[src/rtl/ddr_capture_pipe.sv]
// Dual-edge capture delay line built from XOR-pair halves, plus a posedge-aligned
// rise/fall demux so single-rate logic can consume each DDR sample pair.

module ddr_capture_stage #(
   parameter int WIDTH = 8
) (
   input  logic             clk,
   input  logic             rst,
   input  logic             rst_r,
   input  logic             pos_en,
   input  logic             neg_en,
   input  logic [WIDTH-1:0] src,
   output logic [WIDTH-1:0] q
);
   logic [WIDTH-1:0] p;
   logic [WIDTH-1:0] n;

   // Each half stores the new value XORed with the other half, so p^n is the last capture.
   always_ff @(posedge clk) begin
      if (rst)         p <= n;
      else if (pos_en) p <= src ^ n;
   end

   always_ff @(negedge clk) begin
      if (rst_r)       n <= p;
      else if (neg_en) n <= src ^ p;
   end

   assign q = p ^ n;
endmodule

module ddr_capture_pipe #(
   parameter int WIDTH  = 8,
   parameter int STAGES = 1,
   parameter int CNT_W  = $clog2(STAGES + 1)
) (
   input  logic             clk,
   input  logic             rst,
   input  logic             en,
   input  logic             ddr_mode,
   input  logic [WIDTH-1:0] d,
   output logic [WIDTH-1:0] q,
   output logic [WIDTH-1:0] rise_data,
   output logic [WIDTH-1:0] fall_data,
   output logic             pair_valid
);
   localparam logic [CNT_W-1:0] FULL = CNT_W'(STAGES);

   logic             rst_r;
   logic             mode_r;
   logic             neg_en;
   logic [WIDTH-1:0] chain [STAGES+1];
   logic [WIDTH-1:0] x_data;
   logic             neg_act;
   logic             pos_act;
   logic             pos_mode;
   logic             full_r;
   logic [CNT_W-1:0] fill;
   logic [CNT_W-1:0] fill_now;

   assign chain[0] = d;
   assign neg_en   = en & mode_r;
   assign q        = chain[STAGES];

   generate
      for (genvar s = 1; s <= STAGES; s++) begin : g_stage
         ddr_capture_stage #(.WIDTH(WIDTH)) u_stage (
            .clk   (clk),
            .rst   (rst),
            .rst_r (rst_r),
            .pos_en(en),
            .neg_en(neg_en),
            .src   (chain[s-1]),
            .q     (chain[s])
         );
      end
   endgenerate

   // fill only lives in the posedge domain; the last negedge's activity is folded in here.
   always_comb begin
      fill_now = fill;
      if (neg_act && fill != FULL) fill_now = fill + CNT_W'(1);
   end

   always_ff @(posedge clk) begin
      rst_r  <= rst;
      mode_r <= ddr_mode;
      if (rst) begin
         fill       <= '0;
         rise_data  <= '0;
         fall_data  <= '0;
         pair_valid <= 1'b0;
         pos_act    <= 1'b0;
         pos_mode   <= 1'b0;
         full_r     <= 1'b0;
      end else begin
         rise_data  <= x_data;
         fall_data  <= q;
         pair_valid <= pos_act & pos_mode & neg_act & full_r;
         pos_act    <= en;
         pos_mode   <= mode_r;
         full_r     <= (fill_now == FULL);
         if (en && fill_now != FULL) fill <= fill_now + CNT_W'(1);
         else                        fill <= fill_now;
      end
   end

   // x_data holds the posedge capture; neg_act records whether this negedge captured.
   always_ff @(negedge clk) begin
      x_data  <= q;
      neg_act <= en & mode_r & ~rst_r;
   end
endmodule

[config.mk]
export PLATFORM = sky130hd
export DESIGN_NAME = ddr_capture_pipe
export DESIGN_NICKNAME = d
export VERILOG_FILES = /design/src/rtl/ddr_capture_pipe.sv
export SDC_FILE = /design/constraint.sdc
export NUM_CORES = 1
export LEC_CHECK = 0
export ABC_AREA = 1
export CAP_MARGIN = 10
export CORE_ASPECT_RATIO = 0.8
export CORE_UTILIZATION = 35
export DETAILED_ROUTE_END_ITERATION = 6
export GPL_ROUTABILITY_DRIVEN = 0
export SLEW_MARGIN = 20
export SYNTH_ARGS = -nofsm -noshare
export SYNTH_HDL_FRONTEND = slang
export SYNTH_HIERARCHICAL = 1
export SYNTH_SLANG_ARGS = --single-unit
export TNS_END_PERCENT = 100
[constraint.sdc]
create_clock -name clk -period 1 [get_ports clk]
set_input_delay 0.2 -clock clk [delete_from_list [all_inputs] [get_ports clk]]
set_output_delay 0.2 -clock clk [all_outputs]
set_load 0.005 [all_outputs]
======== Word-level counts from Yosys, hierarchy flattened ========
Index checks and enable logic that the tools add are counted.
storage, ports and cells
  word-level logic and storage cells ...... 36
  bits in registers ....................... 48
operators by class
  reductions and logical operators ........ 4
  bitwise logic cells ..................... 11
  $add $sub $neg .......................... 2
  muxes and demuxes ....................... 6
operators with widths
  operator                             number
  2-to-1 mux 8 bit                     4
  bitwise XOR 8 bit                    3
  AND 1 bit                            5
  nonzero test 2 bit                   2
  inverter 1 bit                       3
  adder 1 bit (second input constant)  2
  logical AND 1 bit                    2
  2-to-1 mux 1 bit                     2

======== Longest topological paths before layout ========
  word-level depth ........................ 6
  depth in mapped cells ................... 6
  depth with buffers taken out ............ 5

======== Hierarchy ========
The synthesis kept the hierarchy.
by module, submodules not included
  module             times used  area each (µm²)  cells each
  ddr_capture_stage  1           977.2            127
  ddr_capture_pipe   1           849.6            81

==> results by group <==
Final layout
  • Final #Nets: 303
  • Share of layout cells above drive strength 1: 37.7%
  • Design area: 0.00261 mm^2
  • Syn-to-layout area delta: 42.9%
  • Footprint of the multi-input gates: 543 um^2
  • # diodes: 0
  • Reg area: 0.00113 mm^2
  • Fillers: 464

Placed design
  • Placed cell area: 0.00238 mm^2
  • Hpwl dp: 2.43 mm
  • Port Buffers: 36

GRT
  • Vias in the first global route: 1294
  • Largest net degree at the start of global routing: 19
  • Antenna violations before repair: 0
  • Tot GR Track Use: 15.3%
  • First-pass GRT wire length: 5.94 mm
  • Grt ovf: 0

Floorplan
  • Overall die area: 0.00551 mm^2
  • I/O Pins: 37
  • Die width: 82.8 um
  • Die Y: 66.6 um
  • Core area: 0.00501 mm^2
  • Row count: 23
  • Starting density of the core: 36.5%

Drt
  • DRT iter0 DRCs: 47
  • Drt first pass iters: 4
  • Drt wl/cell: 10.7 um
  • Antenna Violating Nets Remaining: 0
  • DRC viols: 0
  • Via count: 1457
  • WL final: 3.81 mm
  • Vias per inst: 4.12

CTS
  • Clock Sinks: 48
  • Clk_lat worst skew: 0.37 ns
  • Root Driver: clkbuf_8
  • CTS tree: built
  • CTS buffer count: 5
  • Cts hold-fix bufs: 0
  • Maximum clock path buffer count: 2
  • H-tree depth: 2
  • Clk slew on worst S/H paths: 0.08 ns

Yosys
  • Synthesized area: 0.00183 mm^2
  • Mean post-synth cell area: 8.78 um^2
  • Syn_nets: 220
  • Yosys warns: 6
  • Distinct cells, synth: 12
  • Post-synthesis sequential area ratio: 61.4%
  • Register bit total from synthesis: 48
  • Syn Inst Count: 208

Pwr
  • Sequential fraction of design power: 51.0%
  • Power Internal: 3.42 mW
  • Sw frac: 29.5%
  • Leak: 1.41 nW
  • Combinational share of power: 20.1%
  • PD cells: 1860 mW/mm^2
  • Sw power: 1.43 mW
  • Clock Power Share: 28.8%
  • Worst vdd ir: 0.775 mV

Worst setup path
  • Reg2Reg Depth: 6
  • CP Max Fanout: 3
  • Critical Path End: q[1]
  • Critical path origin: g_stage[1].u_stage/n[1]
  • Crit start category: register
  • Worst setup EP type: primary output
  • WP data required: 0.80 ns
  • Setup CP Type: reg2out
  • WP data arrival: 1.64 ns
  • R2r setup slk: -0.66 ns
  • Worst r2r src: g_stage[1].u_stage/n[1]
  • R2r endpoint: g_stage[1].u_stage/p[1]

Run
  • Max cap viols: 0

Timing
  • Pin slew with the least headroom to its limit: 0.247 ns
  • Setup violators final: 60
  • Unrepaired setup endpoints after global routing: yes
  • Sum Neg Setup Slack: -24.32 ns
  • Clock skew: 0.0652 ns
  • Final setup margin: -0.837 ns
  • Relative slew slack: 83.5%
  • Final hold violations: 0
  • Slew Limit Fails: 0

Worst hold path
  • HP Class: in2reg

Run status
  • Violated checks: negative setup slack
  • Status: finished with violations
cell usage in the layout, fill, tap and decap left out, types with 10 or more instances in the layout:
cell type,count
buf_2,25
buf_4,17
buf_6,11
clkdlybuf4s50_1,10
dfxtp_1,26
edfxtp_1,16
inv_1,54
inv_2,17
nand2_1,43
nand3_1,17
nor2_1,13
worst min-delay path by stage:
stage / from / to / slack, ns / cells past startpoint
after detailed placement: mode_r / pos_mode / 0.42 / 2
final: ddr_mode / mode_r / 0.33 / 1
after global placement: pos_act / pair_valid / 0.42 / 2
after CTS: ddr_mode / mode_r / 0.32 / 1
after floorplan: ddr_mode / mode_r / 0.23 / 0
after global routing: ddr_mode / mode_r / 0.34 / 1
flip-flops by register name (all words and copies together) (netlist names):
register / cells
rst_r: 1
g_stage.u_stage/n: 8
fall_data: 8
x_data: 8
mode_r: 1
neg_act: 1
full_r: 1
pos_act: 1
fill: 1
rise_data: 8
pos_mode: 1
pair_valid: 1
g_stage.u_stage/p: 8
worst max-delay path, cell delays in order (launching register included):
cell and delay, ns:
edfxtp_1 0.43, xor2_2 0.20, buf_2 0.14
Yosys cell counts, drive strengths merged:
cell / number / area, um^2
dfxtp: 32 / 641
nand3: 17 / 85.1
o21ai: 1 / 8.76
or2: 2 / 12.5
nor2: 19 / 71.3
buf: 4 / 48.8
nand2: 52 / 195
edfxtp: 16 / 480
xor2: 8 / 70.1
inv: 57 / 214
stage by stage:
stage               power, mW  setup slack [ns]  util [%]  hold slack [ns]  std cells
global route             5.17            -0.892      52.1            0.336        354
global placement         3.53            -0.888      47.5            0.419        321
floorplan                2.98            -0.415         -            0.228        208
finish                   4.85            -0.837      52.1            0.332        354
detailed placement       3.56            -0.947      47.5            0.419        321
CTS                      4.82            -0.841      50.8            0.324        350
logic make-up (layout without fill, tap and decap cells):
kind of cell	after synthesis	count (layout)	synth area share, %
simple gates	90	90	19.9
compound gates	1	1	0.480
buf+inv	61	145	14.4
xor+xnor	8	8	3.84
flops	48	48	61.4
power groups by stage:
stage | Sequential, mW | Combinational (mW) | Clock (mW)
floorplan | 2.48 | 0.379 | 0.116
global placement | 2.48 | 0.933 | 0.116
detailed placement | 2.49 | 0.958 | 0.116
CTS | 2.47 | 0.913 | 1.44
global route | 2.51 | 1.10 | 1.56
finish | 2.47 | 0.976 | 1.40
routing by layer:
metal	global-route usage, %	wire length [um]
met5	0	0
met4	6.47	68
met3	4.52	160
met2	23.7	1800
met1	19.9	1770
area by class of cell:
type | count | area share [%]
Clock buffer | 6 | 2.78
Tap cell | 62 | 2.97
Inverter | 55 | 8.10
Clock inverter | 19 | 3.02
Multi-Input combinational cell | 99 | 20.8
Timing Repair inverter | 1 | 0.431
Timing Repair Buffer | 64 | 18.6
Sequential cell | 48 | 43.3
repair_timing:
action                                 4_1_cts  5_1_grt
setup endpoints to repair                   85       61
pin swaps                                   20       12
gates resized for setup                    141       25
endpoints found under the hold margin        0        0
buffers inserted                            13       15
cloned                                       1        0
No activity file was read; power rests on OpenSTA's default activity.
